--- config.mk ---
export PLATFORM = sky130hd
export DESIGN_NAME = rr_mux_arbiter
export DESIGN_NICKNAME = d
export VERILOG_FILES = /design/src/rtl/rr_mux_arbiter.sv
export SDC_FILE = /design/constraint.sdc
export NUM_CORES = 1
export LEC_CHECK = 0
export BUFFER_PORTS_ARGS = -buffer_cell sky130_fd_sc_hd__buf_4
export CAP_MARGIN = 20
export CORE_AREA = 4 4 58 60
export DETAILED_ROUTE_END_ITERATION = 10
export DIE_AREA = 0 0 62 64
export PLACE_DENSITY = 0.77
export SLEW_MARGIN = 20
export SYNTH_ARGS = -nofsm -noshare
export SYNTH_HDL_FRONTEND = slang
export SYNTH_SLANG_ARGS = --single-unit
--- constraint.sdc ---
create_clock -name clk -period 2.9 [get_ports clk]
set_clock_uncertainty 0.05 [all_clocks]
set_input_delay 0.29 -clock clk [delete_from_list [all_inputs] [get_ports clk]]
set_output_delay 0.29 -clock clk [all_outputs]
set_load 0.05 [all_outputs]
--- src/rtl/rr_mux_arbiter.sv ---
// N-channel registered multiplexer with valid/ready handshakes.
// Channel choice is either fixed by sel (mode=1) or round-robin over the requesting inputs (mode=0).
module rr_mux_arbiter #(
    parameter int NUM_CH = 4,
    parameter int DATA_W = 8,
    parameter int SEL_W  = 2
) (
    input  logic                     clk,
    input  logic                     rst,
    input  logic                     mode,
    input  logic [SEL_W-1:0]         sel,
    input  logic [NUM_CH-1:0]        in_valid,
    output logic [NUM_CH-1:0]        in_ready,
    input  logic [NUM_CH*DATA_W-1:0] in_data,
    output logic                     out_valid,
    input  logic                     out_ready,
    output logic [DATA_W-1:0]        out_data,
    output logic [SEL_W-1:0]         out_ch
);

    logic [SEL_W-1:0]  ptr;
    logic [NUM_CH-1:0] grant;
    logic              rr_found;
    logic [SEL_W-1:0]  grant_idx;
    logic [DATA_W-1:0] grant_data;
    logic              load_en;
    logic              xfer;

    // Round-robin search starts one past the last served channel and wraps.
    always_comb begin
        grant    = '0;
        rr_found = 1'b0;
        if (mode) begin
            for (int i = 0; i < NUM_CH; i++) begin
                if (sel == SEL_W'(i))
                    grant[i] = in_valid[i];
            end
        end else begin
            for (int off = 1; off <= NUM_CH; off++) begin
                for (int i = 0; i < NUM_CH; i++) begin
                    if (!rr_found && in_valid[i] && (i == (int'(ptr) + off) % NUM_CH)) begin
                        grant[i] = 1'b1;
                        rr_found = 1'b1;
                    end
                end
            end
        end
    end

    always_comb begin
        grant_idx  = '0;
        grant_data = '0;
        for (int i = 0; i < NUM_CH; i++) begin
            if (grant[i]) begin
                grant_idx  = SEL_W'(i);
                grant_data = in_data[i*DATA_W +: DATA_W];
            end
        end
    end

    assign load_en  = !out_valid || out_ready;
    assign in_ready = grant & {NUM_CH{load_en && !rst}};
    assign xfer     = load_en && (|grant);

    always_ff @(posedge clk or posedge rst) begin
        if (rst) begin
            out_valid <= 1'b0;
            out_data  <= '0;
            out_ch    <= '0;
            ptr       <= SEL_W'(NUM_CH - 1);
        end else if (load_en) begin
            if (xfer) begin
                out_valid <= 1'b1;
                out_data  <= grant_data;
                out_ch    <= grant_idx;
                if (!mode)
                    ptr <= grant_idx;
            end else begin
                // Accepted with nothing to replace it: data and channel keep their last value.
                out_valid <= 1'b0;
            end
        end
    end

endmodule

==> results by group, run 1 <==
Floorplanning
  • Die area: a little under 4000 um2
  • Initial cell density of the core: 43.89%
  • Num ports: between 50 and 60
  • FP Rows: 20
  • CORE AREA: 2928 um2
  • Die Y: 64 um
  • Chip width: roughly 62 um

Cells and area
  • Antenna Cells: 0
  • Sequential cell area: about 330 um2
  • Commonest cells after routing, fill and taps aside: 56 x buf_4, 16 x and3_1, 12 x inv_1, 12 x a21oi_1, 11 x dfrtp_1
  • Layout cell share with drive strength beyond 1: a little under a third
  • Multi-input logic area: roughly 860 um2
  • NumNets Final: roughly 250
  • Commonest non-fill, non-tap cell in the layout: buf_4
  • Filler cell count: 264
  • Post-layout util: roughly three fifths
  • Final Non-Filler Cells: around 240
  • Final Cell Area: between 1500 and 2000 um2
  • P&R area growth vs syn: 34.08%

Logic synthesis
  • Top-area cell type share of the netlist area: 21.42%
  • Cells after Synth: 159
  • EDFF count, synth: 0
  • Async SR Flop Fraction: between 90% and 100%
  • Yosys warns: 0
  • Count of different cell masters after synthesis: between 40 and 50
  • Post-Syn Nets: 201
  • Seq/Total Area, Yosys: approximately 26%
  • Largest cells by area after synthesis: dfrtp_1 21%, and3_1 7.8%, o2111a_1 6.1%
  • Syn Std Cell Area: between 1000 and 1500 um2
  • Cell taking the most area after synthesis: dfrtp_1
  • Syn avg cell area: around 8.1 um2
  • Top FF cell, synth: dfrtp_1
  • Post-synthesis register bit count: 13

Route
  • Final wirelength: 4082 um
  • WL/cell: roughly 17 um
  • Via count: between 1500 and 2000
  • Drt via density: between 6 and 7
  • DRC violations left: 0
  • First DRT Iteration DRCs: approximately 140
  • 1st-pass router iterations: 5
  • Antenna Violating Nets Remaining: 0

STA
  • Post-route minimum period: between 2 and 3 ns
  • Hold WS: 0.01442 ns
  • Slew Viols, Final: 0
  • Slew @ Worst Pin: 0.8321 ns
  • Final setup viols: 0
  • Final setup TNS: 0 ns
  • Unrepaired setup endpoints after global routing: no
  • Fmax: between 300 and 400 MHz
  • Final Hold Fails: 0
  • Final period utilization: 91.73%
  • Relative slew slack: between 40% and 50%

Setup path
  • CP endpoint kind: output port
  • Critical path data arrival time: 2.32 ns
  • Crit Path Max Fanout: 15
  • Startpoint class of the critical path: flip-flop
  • FF-to-FF path depth: 5
  • Required @ worst endpoint: approximately 2.6 ns
  • Setup slack, reg-to-reg: roughly 0.46 ns
  • WS Path Type: reg2out

Clocking
  • Setup Fix Bufs, Post-CTS: 0
  • CTS root buffer: clkbuf_4
  • CTS max path bufs: 2
  • Sink Count: 13
  • Maximum level of the CTS H-tree: 1
  • CTS tree: yes
  • CTS resizes: 0
  • Cts-stage hold buffer count: 0
  • Clock latency on the worst-skew pair: 0.27 ns
  • Num CTS Buffers: 3
  • Clock Pin Slew Worst Setup and Hold Paths: approximately 0.07 ns

Placed design
  • GPL Wtd Cong: between 0.9 and 1
  • Number of port buffers: 56
  • Post-Place Cell Area: ~1700 um2
  • DP HPWL: approximately 3200 um
  • Dpl cells: 238

GRT
  • Largest net degree at the start of global routing: 24
  • Global-route wire length before repair: about 6500 um
  • Overall overflow remaining after global route: 0
  • Initial antenna violation count: 0
  • Number of global-route vias before repair: roughly 1400
  • GRT Total Usage: between 20% and 30%

Hold path
  • Hold Crit Class: in2async

Pwr
  • Pleak: ~0.82 nW
  • Pwr Density: around 810 nW/um2
  • VDD IR max: 0.0005777 V

Run
  • Max_cap viols: 0

Outcome
  • Outcome: complete, no violations
routing by layer:
metal  up-vias  global-route usage [%]  wire [um]
met4         0                   4.509         36
met5         -                       0          0
li1        730                       -          -
met3         6                   2.020        373
met1       704                   30.60       1740
met2        85                   33.81       1932
synth_stat cells, types with 3 or more instances:
cell      count
o21ai_0       9
a32oi_1       8
nor2b_1       4
o2111a_1      7
o21ai_1       3
clkbuf_1      6
nand2b_1      5
inv_1        12
nor2_1        8
dfrtp_1      11
o21a_1        5
a21oi_1      12
nor3_1        4
o31ai_1       8
and3_1       16
a211oi_1      7
cell type report:
class | instances | area share, %
well taps | 33 | 2.397
inverters | 12 | 2.614
flip-flops and latches | 13 | 19.03
multi-input cells | 124 | 50.04
repair buffers | 56 | 24.40
clock buffers | 4 | 1.525
metrics by stage:
stage               power [W]  setup slack, ns
global placement     0.001265           0.5574
floorplan            0.001020           0.1080
global route         0.001484           0.1738
finish               0.001399           0.2397
detailed placement   0.001284           0.5139
CTS                  0.001399           0.2952
worst max-delay path, cell delays in order (launching register included):
cell and delay [ns]:
dfstp_2 0.69, nor2b_1 0.12, o311ai_2 0.59, a21oi_1 0.19, nor3_1 0.22, buf_4 0.23
registers in the layout, summed over array words and instances (netlist names):
register	count
out_ch	2
out_data	8
out_valid	1
ptr	2
report_power, final:
| part | switching, W | leakage, nW | internal, W |
|---|---|---|---|
| clock network | 0.0000553 | 0.0150 | 0.0000533 |
| registers | 0.0000943 | 0.148 | 0.000283 |
| logic | 0.000593 | 0.656 | 0.000320 |
| total | 0.000743 | 0.818 | 0.000656 |
kinds of logic (layout without fill, tap and decap cells):
logic type / count (synthesis) / after routing / share of synthesized area [%]
AO/OA/AOI/OAI: 77 / 77 / 45.77
flip-flops: 13 / 13 / 25.51
AND/OR/NAND/NOR: 46 / 46 / 20.45
multiplexers: 1 / 1 / 0.8763
buffers and inverters: 22 / 72 / 7.399
path summary, 6_finish.rpt:
path / startpoint / end
worst max-delay path: ptr[0] / in_ready[3]
worst min-delay path: rst / out_ch[1]
worst max register to register: ptr[0] / out_data[2]
worst min register to register: out_ch[1] / out_ch[1]
max in group asynchronous: rst / ptr[0]
min in group clk: in_data[29] / out_data[5]
Power figures use the tool's default switching activity.
==> run 2: changes to the inputs <==
--- a/config.mk
+++ b/config.mk
@@ -7,10 +7,10 @@
 export LEC_CHECK = 0
 export BUFFER_PORTS_ARGS = -buffer_cell sky130_fd_sc_hd__buf_4
 export CAP_MARGIN = 20
-export CORE_AREA = 4 4 58 60
+export CORE_AREA = 4 4 60 62
 export DETAILED_ROUTE_END_ITERATION = 10
-export DIE_AREA = 0 0 62 64
-export PLACE_DENSITY = 0.77
+export DIE_AREA = 0 0 64 66
+export PLACE_DENSITY = 0.75
 export SLEW_MARGIN = 20
 export SYNTH_ARGS = -nofsm -noshare
 export SYNTH_HDL_FRONTEND = slang
==> constraint.sdc (replaced) <==
create_clock -name clk -period 2.4 [get_ports clk]
set_clock_uncertainty 0.05 [all_clocks]
set_input_delay 0.24 -clock clk [delete_from_list [all_inputs] [get_ports clk]]
set_output_delay 0.24 -clock clk [all_outputs]
set_load 0.05 [all_outputs]
==> run 2 against run 1 <==
Register-to-register slack lost 0.33 ns. Count of clock-buffer cells in the layout is the same. Via count grew 3.1%. Worst setup slack lost 0.11 ns. Largest power group unchanged.
==> results by group, run 2 (synthesized netlist as in run 1, its figures left out) <==
Clocking
  • Num CTS Buffers: 3
  • CTS resizes: 0
  • Sink Count: 13
  • CTS tree: yes
  • Clock Pin Slew Worst Setup and Hold Paths: ~0.080 ns
  • CTS max path bufs: 2
  • Clock latency on the worst-skew pair: approximately 0.27 ns
  • Maximum level of the CTS H-tree: 1
  • CTS root buffer: clkbuf_4

Pwr
  • VDD IR max: about 0.00075 V
  • Pleak: ~0.87 nW
  • Pwr Density: between 900 and 1000 nW/um2

Route
  • Drt via density: ~6.0
  • Via count: 1573
  • Final wirelength: roughly 4700 um
  • DRC violations left: 0
  • 1st-pass router iterations: 4
  • WL/cell: around 18 um
  • Antenna Violating Nets Remaining: 0
  • First DRT Iteration DRCs: between 100 and 150

GRT
  • Number of global-route vias before repair: around 1500
  • Peak-usage layer in the global routing report: met2
  • Global Route met3 Usage: under 10%
  • Global-route wire length before repair: roughly 7400 um
  • Met1 usage: a little under a third
  • Initial antenna violation count: 0
  • Overall overflow remaining after global route: 0
  • M2 GR Usage: roughly 38%
  • GRT Total Usage: between 20 and 25%
  • Largest net degree at the start of global routing: 24

Outcome
  • Outcome: complete, no violations

Floorplanning
  • Initial cell density of the core: approximately 42%
  • CORE AREA: just over 3000 um2
  • FP Rows: 20
  • Die Y: ~66 um
  • Num ports: 57
  • Chip width: ~64 um
  • Die area: 4224 um2

Hold path
  • Hold Crit Class: in2reg
  • Worst hold start: in_data[27]
  • WHS Path Cells: 3
  • Hold EP: out_data[3]

STA
  • Post-route minimum period: ~2.3 ns
  • Relative slew slack: between 50% and 60%
  • Final setup TNS: 0 ns
  • Final Hold Fails: 0
  • Final setup viols: 0
  • Slew Viols, Final: 0
  • Slew @ Worst Pin: 0.6396 ns
  • Fmax: 440.3 MHz
  • Unrepaired setup endpoints after global routing: no
  • Final period utilization: 94.64%

Setup path
  • Required @ worst endpoint: roughly 2.5 ns
  • CP endpoint kind: flip-flop
  • Crit Path Max Fanout: 10
  • Capture point of the worst reg-to-reg path: out_data[2]
  • Setup slack, reg-to-reg: 0.13 ns
  • WS Path Type: reg2reg
  • FF-to-FF Start: ptr[1]
  • FF-to-FF path depth: 5
  • Critical path data arrival time: 2.35 ns
  • Startpoint class of the critical path: flip-flop

Cells and area
  • Max FFs per register: 8
  • Largest Register: out_data
  • Regs by FF count: out_data: 8 flops, out_ch: 2 flops, ptr: 2 flops
  • NumNets Final: about 260
  • Antenna Cells: 0
  • Commonest cells after routing, fill and taps aside: 64 x buf_4, 16 x and3_1, 12 x inv_1, 12 x a21oi_1, 11 x dfrtp_1
  • P&R area growth vs syn: 42.45%
  • Commonest non-fill, non-tap cell in the layout: buf_4
  • Post-layout util: about 60%
  • Layout cell share with drive strength beyond 1: a little over a third

Placed design
  • DP HPWL: 3578 um
  • GPL Wtd Cong: between 0.8 and 0.9
  • Number of port buffers: 56

Run
  • Max_cap viols: 0
-- run 2: critical path, cell delays in order, from the launching register on --
cell and delay, ns:
dfstp_2 0.66, a21oi_2 0.17, o211ai_1 0.31, o21ai_1 0.28
o31ai_1 0.50, a32oi_2 0.17
-- run 2: final cells by class --
cell class              count  area, um2
fillers                   286       1197
multi-input cells         124      885.9
repair buffers             65      490.5
flip-flops and latches     13      327.8
well taps                  44      55.05
inverters                  12      45.04
clock buffers               4      26.28
-- run 2: timing repair --
action | in CTS | in global routing
endpoints found under the hold margin | 5 | 0
hold buffers | 1 | 0
setup endpoints to repair | 0 | 1
buffers inserted | 0 | 2
-- run 2: worst max-delay path by stage --
| stage | start | end | slack (ns) | depth (start not counted) |
|---|---|---|---|---|
| 3_3_place_gp | ptr[1] | out_data[2] | 0.28 | 5 |
| 3_5_place_dp | ptr[1] | out_data[2] | 0.20 | 5 |
| 5_1_grt | ptr[1] | out_data[2] | 0.02 | 5 |
| 4_1_cts | ptr[0] | in_ready[3] | 0.09 | 5 |
| 2_1_floorplan | ptr[0] | in_ready[3] | 0.18 | 4 |
| 6_report | ptr[1] | out_data[2] | 0.13 | 5 |
-- run 2: per-stage QoR --
| step | cells | power [W] | area, um2 | worst slack [ns] | hold WS [ns] |
|---|---|---|---|---|---|
| 4_1_cts | 260 | 0.001761 | 1813 | 0.08949 | 0.2710 |
| 5_1_grt | 262 | 0.001903 | 1831 | 0.01914 | 0.2782 |
| 3_3_place_gp | 255 | 0.001589 | 1777 | 0.2797 | 0.2704 |
| 2_1_floorplan | 159 | 0.001238 | 1306 | 0.1843 | 0.06553 |
| 6_report | 262 | 0.001792 | 1831 | 0.1287 | 0.2629 |
| 3_5_place_dp | 255 | 0.001619 | 1777 | 0.2004 | 0.2897 |
-- run 2: routing by layer --
metal / wire length, um / share of wire (%)
met5: 0 / 0
met2: 2250 / 48
met3: 339 / 7.3
met1: 2084 / 45
met4: 0 / 0
-- run 2: where the power goes --
| part | internal, W | leakage [nW] | switching, W | total, W |
|---|---|---|---|---|
| clock network | 0.0000643 | 0.0150 | 0.0000700 | 0.000134 |
| logic | 0.000442 | 0.703 | 0.000773 | 0.00121 |
| registers | 0.000341 | 0.148 | 0.000102 | 0.000443 |
| total | 0.000847 | 0.865 | 0.000945 | 0.00179 |
